`src/rtl/clock_pkg.sv`:
```
// Shared limits, time/date types and calendar helpers for the digital-clock core.
package clock_pkg;

    localparam logic [7:0]  MAX_SEC       = 8'd59;
    localparam logic [7:0]  MAX_MIN       = 8'd59;
    localparam logic [7:0]  MAX_HOUR      = 8'd23;
    localparam logic [7:0]  MAX_TIMER_MIN = 8'd99;
    localparam logic [17:0] SEC_PER_DAY   = 18'd86400;

    typedef struct packed {
        logic [7:0] hour;
        logic [7:0] min;
        logic [7:0] sec;
    } hms_t;

    function automatic logic is_leap(input logic [15:0] year);
        return ((year % 16'd4 == 16'd0) && (year % 16'd100 != 16'd0)) ||
               (year % 16'd400 == 16'd0);
    endfunction

    function automatic logic [7:0] days_in_month(input logic [7:0] month, input logic [15:0] year);
        logic [7:0] len;
        case (month)
            8'd2:                      len = is_leap(year) ? 8'd29 : 8'd28;
            8'd4, 8'd6, 8'd9, 8'd11:   len = 8'd30;
            default:                   len = 8'd31;
        endcase
        return len;
    endfunction

    function automatic logic hms_valid(input hms_t t);
        return (t.hour <= MAX_HOUR) && (t.min <= MAX_MIN) && (t.sec <= MAX_SEC);
    endfunction

    // Wraps modulo one day; n is expected to be below SEC_PER_DAY.
    function automatic hms_t add_seconds_hms(input hms_t t, input logic [17:0] n);
        logic [17:0] total;
        hms_t        res;
        total = {10'd0, t.hour} * 18'd3600 + {10'd0, t.min} * 18'd60 + {10'd0, t.sec} + n;
        if (total >= SEC_PER_DAY)
            total = total - SEC_PER_DAY;
        res.hour = 8'(total / 18'd3600);
        res.min  = 8'((total % 18'd3600) / 18'd60);
        res.sec  = 8'(total % 18'd60);
        return res;
    endfunction

endpackage

```
`src/rtl/date_counter.sv`:
```
// Gregorian day/month/year register with leap-aware rollover and validated loading.
module date_counter
    import clock_pkg::*;
#(
    parameter logic [15:0] RESET_YEAR = 16'd2000
) (
    input  logic        clk,
    input  logic        reset,
    input  logic        day_tick,
    input  logic        set_date,
    input  logic [7:0]  input_day,
    input  logic [7:0]  input_month,
    input  logic [15:0] input_year,
    output logic [7:0]  current_day,
    output logic [7:0]  current_month,
    output logic [15:0] current_year
);

    logic [7:0]  r_day;
    logic [7:0]  r_month;
    logic [15:0] r_year;
    logic        w_set_valid;
    logic        w_month_end;

    assign w_set_valid = set_date &&
                         (input_month >= 8'd1) && (input_month <= 8'd12) &&
                         (input_day >= 8'd1) &&
                         (input_day <= days_in_month(input_month, input_year));
    assign w_month_end = (r_day >= days_in_month(r_month, r_year));

    // A valid load takes precedence over a coincident midnight tick.
    always_ff @(posedge clk) begin
        if (reset) begin
            r_day   <= 8'd1;
            r_month <= 8'd1;
            r_year  <= RESET_YEAR;
        end else if (w_set_valid) begin
            r_day   <= input_day;
            r_month <= input_month;
            r_year  <= input_year;
        end else if (day_tick) begin
            if (!w_month_end) begin
                r_day <= r_day + 8'd1;
            end else begin
                r_day <= 8'd1;
                if (r_month == 8'd12) begin
                    r_month <= 8'd1;
                    r_year  <= r_year + 16'd1;
                end else begin
                    r_month <= r_month + 8'd1;
                end
            end
        end
    end

    assign current_day   = r_day;
    assign current_month = r_month;
    assign current_year  = r_year;

endmodule

```
`src/rtl/main_driver.sv`:
```
// Digital-clock core: 1 Hz time of day, calendar, 12/24 h view, snoozable alarm, countdown timer.
module main_driver
    import clock_pkg::*;
#(
    parameter int unsigned SNOOZE_SEC = 300,
    parameter int unsigned RESET_YEAR = 2000
) (
    input  logic        clk,
    input  logic        reset,
    input  logic        hour_format,
    input  logic        set_time,
    input  logic        set_date,
    input  logic        set_alarm,
    input  logic        set_timer,
    input  logic        snooze_alarm,
    input  logic        stop_alarm,
    input  logic        start_timer,
    input  logic        stop_timer,
    input  logic [7:0]  input_sec,
    input  logic [7:0]  input_min,
    input  logic [7:0]  input_hour,
    input  logic [7:0]  input_day,
    input  logic [7:0]  input_month,
    input  logic [15:0] input_year,
    input  logic [7:0]  alarm_input_sec,
    input  logic [7:0]  alarm_input_min,
    input  logic [7:0]  alarm_input_hour,
    input  logic [7:0]  timer_input_min,
    input  logic [7:0]  timer_input_sec,
    output logic [7:0]  current_24_sec,
    output logic [7:0]  current_24_min,
    output logic [7:0]  current_24_hour,
    output logic [7:0]  display_sec,
    output logic [7:0]  display_min,
    output logic [7:0]  display_hour,
    output logic [7:0]  current_day,
    output logic [7:0]  current_month,
    output logic [15:0] current_year,
    output logic [7:0]  timer_min,
    output logic [7:0]  timer_sec,
    output logic        timer_running,
    output logic        timer_buzzer,
    output logic        alarm_buzzer
);

    logic [7:0] r_sec, r_min, r_hour;
    hms_t       r_alarm;
    logic       r_alarm_armed, r_alarm_buzzer;
    logic [7:0] r_tmr_min, r_tmr_sec;
    logic       r_tmr_running, r_tmr_buzzer;

    hms_t       w_current, w_time_in, w_alarm_in, w_snooze_time;
    logic       w_time_valid, w_alarm_valid, w_timer_valid;
    logic       w_day_end, w_day_tick, w_alarm_match;
    logic       w_timer_zero, w_timer_last;

    assign w_current     = '{hour: r_hour, min: r_min, sec: r_sec};
    assign w_time_in     = '{hour: input_hour, min: input_min, sec: input_sec};
    assign w_alarm_in    = '{hour: alarm_input_hour, min: alarm_input_min, sec: alarm_input_sec};
    assign w_time_valid  = set_time && hms_valid(w_time_in);
    assign w_alarm_valid = set_alarm && hms_valid(w_alarm_in);
    assign w_timer_valid = set_timer && (timer_input_min <= MAX_TIMER_MIN) && (timer_input_sec <= MAX_SEC);
    assign w_day_end     = (r_sec == MAX_SEC) && (r_min == MAX_MIN) && (r_hour == MAX_HOUR);
    assign w_day_tick    = !reset && !w_time_valid && w_day_end;
    assign w_snooze_time = add_seconds_hms(w_current, 18'(SNOOZE_SEC % 86400));
    assign w_alarm_match = r_alarm_armed && (r_alarm == w_current);
    assign w_timer_zero  = (r_tmr_min == 8'd0) && (r_tmr_sec == 8'd0);
    assign w_timer_last  = (r_tmr_min == 8'd0) && (r_tmr_sec == 8'd1);

    always_ff @(posedge clk) begin
        if (reset) begin
            r_sec  <= 8'd0;
            r_min  <= 8'd0;
            r_hour <= 8'd0;
        end else if (w_time_valid) begin
            r_sec  <= input_sec;
            r_min  <= input_min;
            r_hour <= input_hour;
        end else if (r_sec == MAX_SEC) begin
            r_sec <= 8'd0;
            if (r_min == MAX_MIN) begin
                r_min  <= 8'd0;
                r_hour <= (r_hour == MAX_HOUR) ? 8'd0 : r_hour + 8'd1;
            end else begin
                r_min <= r_min + 8'd1;
            end
        end else begin
            r_sec <= r_sec + 8'd1;
        end
    end

    date_counter #(
        .RESET_YEAR (16'(RESET_YEAR))
    ) u_date (
        .clk           (clk),
        .reset         (reset),
        .day_tick      (w_day_tick),
        .set_date      (set_date),
        .input_day     (input_day),
        .input_month   (input_month),
        .input_year    (input_year),
        .current_day   (current_day),
        .current_month (current_month),
        .current_year  (current_year)
    );

    // Snooze only acts while buzzing; stop takes priority over it.
    always_ff @(posedge clk) begin
        if (reset) begin
            r_alarm        <= '0;
            r_alarm_armed  <= 1'b0;
            r_alarm_buzzer <= 1'b0;
        end else if (w_alarm_valid) begin
            r_alarm        <= w_alarm_in;
            r_alarm_armed  <= 1'b1;
            r_alarm_buzzer <= 1'b0;
        end else if (stop_alarm) begin
            r_alarm_armed  <= 1'b0;
            r_alarm_buzzer <= 1'b0;
        end else if (snooze_alarm && r_alarm_buzzer) begin
            r_alarm        <= w_snooze_time;
            r_alarm_buzzer <= 1'b0;
        end else if (w_alarm_match) begin
            r_alarm_buzzer <= 1'b1;
        end
    end

    always_ff @(posedge clk) begin
        if (reset) begin
            r_tmr_min     <= 8'd0;
            r_tmr_sec     <= 8'd0;
            r_tmr_running <= 1'b0;
            r_tmr_buzzer  <= 1'b0;
        end else if (w_timer_valid) begin
            r_tmr_min     <= timer_input_min;
            r_tmr_sec     <= timer_input_sec;
            r_tmr_running <= 1'b0;
            r_tmr_buzzer  <= 1'b0;
        end else if (stop_timer) begin
            r_tmr_running <= 1'b0;
            r_tmr_buzzer  <= 1'b0;
        end else if (r_tmr_running) begin
            if (r_tmr_sec == 8'd0) begin
                r_tmr_sec <= MAX_SEC;
                r_tmr_min <= r_tmr_min - 8'd1;
            end else begin
                r_tmr_sec <= r_tmr_sec - 8'd1;
            end
            if (w_timer_last) begin
                r_tmr_running <= 1'b0;
                r_tmr_buzzer  <= 1'b1;
            end
        end else if (start_timer && !w_timer_zero) begin
            r_tmr_running <= 1'b1;
        end
    end

    always_comb begin
        display_hour = r_hour;
        if (hour_format) begin
            if (r_hour == 8'd0)
                display_hour = 8'd12;
            else if (r_hour > 8'd12)
                display_hour = r_hour - 8'd12;
        end
    end

    assign display_sec     = r_sec;
    assign display_min     = r_min;
    assign current_24_sec  = r_sec;
    assign current_24_min  = r_min;
    assign current_24_hour = r_hour;
    assign timer_min       = r_tmr_min;
    assign timer_sec       = r_tmr_sec;
    assign timer_running   = r_tmr_running;
    assign timer_buzzer    = r_tmr_buzzer;
    assign alarm_buzzer    = r_alarm_buzzer;

endmodule

```
`config.mk`:
```
export PLATFORM = sky130hd
export DESIGN_NAME = main_driver
export DESIGN_NICKNAME = d
export VERILOG_FILES = /design/src/rtl/clock_pkg.sv /design/src/rtl/date_counter.sv /design/src/rtl/main_driver.sv
export SDC_FILE = /design/constraint.sdc
export NUM_CORES = 1
export LEC_CHECK = 0
export BUFFER_PORTS_ARGS = -buffer_cell sky130_fd_sc_hd__buf_4
export CAP_MARGIN = 20
export CORE_UTILIZATION = 45
export CTS_BUF_LIST = sky130_fd_sc_hd__clkbuf_2
export DETAILED_ROUTE_END_ITERATION = 6
export MAX_ROUTING_LAYER = met4
export PLACE_DENSITY = 0.62
export SYNTH_ARGS = -nofsm -noshare
export SYNTH_HDL_FRONTEND = slang
export SYNTH_SLANG_ARGS = --single-unit
```
`constraint.sdc`:
```
create_clock -name clk -period 15.5 [get_ports clk]
set_input_delay 4.65 -clock clk [delete_from_list [all_inputs] [get_ports clk]]
set_output_delay 4.65 -clock clk [all_outputs]
set_load 0.03 [all_outputs]
```
==> run metrics <==
Root Buffer clkbuf_2; IO Port Bufs 205; die width 194 um; yosys warns 0; dpl ws 0.222 ns; Seq/Total Area, Yosys 12.1%; via count 17900; final hold violations 0; GRT Overall Usage 28.4%; Max Slew Vio Count 0; Post-synth EDFFs 0; setup slack, reg-to-reg 1.48 ns; largest net degree at the start of global routing 75; pwr dens 42.8 nW/um^2; Max Fclk 0.0684 GHz; Post-synth ARST share 0%; initial antenna violation count 4; layout cell share with drive strength beyond 1 15.3%; die extent in y 194 um; unrepaired setup endpoints after global routing false; Synth Register Bits 100; data required time of the critical path 16.05 ns; min-delay src r_alarm[6]; Post-synth top cells 237 x nor2_1, 196 x nand2_1, 171 x a21oi_1, 145 x o21ai_0, 115 x ha_1; synth top area cells dfxtp_1 12%, ha_1 8.7%, nor2_1 5.4%, a21oi_1 5.2%, xnor2_1 5.0%; number of global-route vias before repair 16600; Setup crit start kind primary input; post-synth cell types 127; core area 35900 sq um; crit-path max cell delay 0.67 ns; I/O Pins 206; reg2reg start current_24_min[2]; Die Area 37600 sq um; critical path fanouts, max 21; Final setup viols 0; Hold Path End r_alarm[6]; Final Cycle Share 94.4%; DRC viols 0; area leader, netlist dfxtp_1; CP Capture Type flip-flop; Post-Route Setup TNS 0 ns; CTS tree built; cts bufs inserted 9; Min Clock Period, post-route 14.63 ns; syn_nets 2548; synthesized area 16600 sq um; syn_area_per_cell 7.21 sq um; Slew HR 30.1%; Inst Count DP 2875; total gr overflow 0; FF-to-FF End r_alarm[4]; Max-Cap Viols 0; status finished, final reports clean; dpl hpwl 42.6 mm; Worst-Skew Late Latency 0.66 ns; std cell rows 69; Top FF cell, synth dfxtp_1; setup repair bufs after CTS 0; VDD IR max 0.0000460 V; Clk pin slew, worst setup/hold paths 0.29 ns; fin util 51.7%; type of the worst min-delay path flip-flop to flip-flop; worst reg2reg path depth 46; 1st-iter DRT viols 1258; initial core utilization 46.2%; most frequent cell after synthesis nor2_1; final worst slack 0.874 ns; Routed Wire Length 53.5 mm; per-cell via count in the routed design 6.20; nets@finish 2674; Hold Path Cell Cnt 2; drt pass-1 iters 5; Worst-Margin Slew 1.03 ns; Data arrival, critical path 15.18 ns; final RePlAce weighted congestion 0.968; Routed Antenna Nets 0; Filler cells 3637; top-area cell type share of the netlist area 12.1%; Layout Cells excl Fill 2897; Most common cell on crit path a21oi_1; CTS max path bufs 2; Layout Area Growth over Synthesis 11.8%; Overall Power 0.000794 W; Cells after Synth 2300; Clock Sinks 100; slowest CP cell or4_1; Clock Skew 0.0566 ns; routed length per instance 18.5 um; Lkg Pwr 7.50 nW; CP Class primary input to flip-flop; H-tree levels 3; first-pass GRT wire length 86.5 mm
registers in the layout, indices dropped and copies added, names as in the netlist:
name	flops
timer_sec	8
timer_min	8
current_24_sec	8
u_date.current_year	16
alarm_buzzer	1
r_alarm_armed	1
current_24_min	8
current_24_hour	8
u_date.current_day	8
timer_running	1
timer_buzzer	1
r_alarm	24
u_date.current_month	8
logic make-up after synthesis:
kind of cell,after synthesis,share of synthesized area (%)
XOR/XNOR,140,7.73
adder cells (fa/ha/maj),150,12.4
multiplexers,47,2.94
flip-flops,100,12.1
AO/OA/AOI/OAI,785,33.8
buffers and inverters,225,5.66
AND/OR/NAND/NOR,853,25.4
worst max-delay path, delay by kind of cell:
| kind | cells | cell delay, ns |
|---|---|---|
| compound gates | 23 | 5.94 |
| xor+xnor | 3 | 0.71 |
| fa+ha+maj | 2 | 0.55 |
| buf+inv | 2 | 0.41 |
| simple gates | 12 | 2.92 |
worst max-delay path by stage:
stage                         endpoint  depth (start not counted)           start  slack [ns]
3_3_place_gp    u_date.current_year[6]                         42  input_year[12]        0.62
2_1_floorplan  u_date.current_year[14]                         44  input_year[12]        0.97
6_report        u_date.current_year[6]                         42  input_year[12]        0.87
5_1_grt         u_date.current_year[6]                         42  input_year[12]        0.10
4_1_cts         u_date.current_year[6]                         42  input_year[12]        0.87
3_5_place_dp    u_date.current_year[6]                         42  input_year[12]        0.22
what timing repair did:
| action | 4_1_cts | 5_1_grt |
|---|---|---|
| hold buffers | 0 | 0 |
| resized for setup | 0 | 2 |
| setup endpoints to repair | 0 | 13 |
cell usage in the layout (no fill, tap or decap), types with 33 or more instances in the layout:
master	count
xor2_1	40
buf_4	225
o21ai_0	145
a211oi_1	51
xnor2_1	94
and3_1	36
dfxtp_1	100
ha_1	115
inv_1	111
nor3_1	75
nand2_1	196
o211ai_1	42
a21oi_1	171
nand3_1	67
mux2i_1	33
nor2_1	237
report_power, final:
group          switching (W)  total, W  leakage (nW)  internal [W]
clock               0.000106  0.000165        0.0933     0.0000583
combinational       0.000215  0.000359          6.60      0.000144
sequential        0.00000726  0.000271         0.808      0.000263
per-layer routing:
layer	routed length (um)	vias to the layer above	part of all wire [%]	GRT usage (%)
met3	2800	58	5.2	2.78
met2	24700	592	46	45.8
li1	-	8849	-	-
met1	25100	8449	47	38.2
met4	883	0	1.6	6.47
met5	0	-	0	-
area by class of cell:
cell class	count	area [sq um]	share of cell area (%)
Inverter	114	429	2.31
Clock buffer	9	45.0	0.243
Clock inverter	7	116	0.627
Timing Repair Buffer	226	1690	9.13
Tap cell	461	577	3.11
Antenna cell	5	12.5	0.0674
Sequential cell	100	2000	10.8
Multi-Input combinational cell	1975	13700	73.7
stage by stage:
stage          cell area (sq um)  hold slack (ns)
2_1_floorplan              16600            0.444
3_3_place_gp               18400            0.464
3_5_place_dp               18400            0.471
4_1_cts                    18500            0.497
5_1_grt                    18600            0.521
6_report                   18600            0.497
No activity file was read; power rests on OpenSTA's default activity.
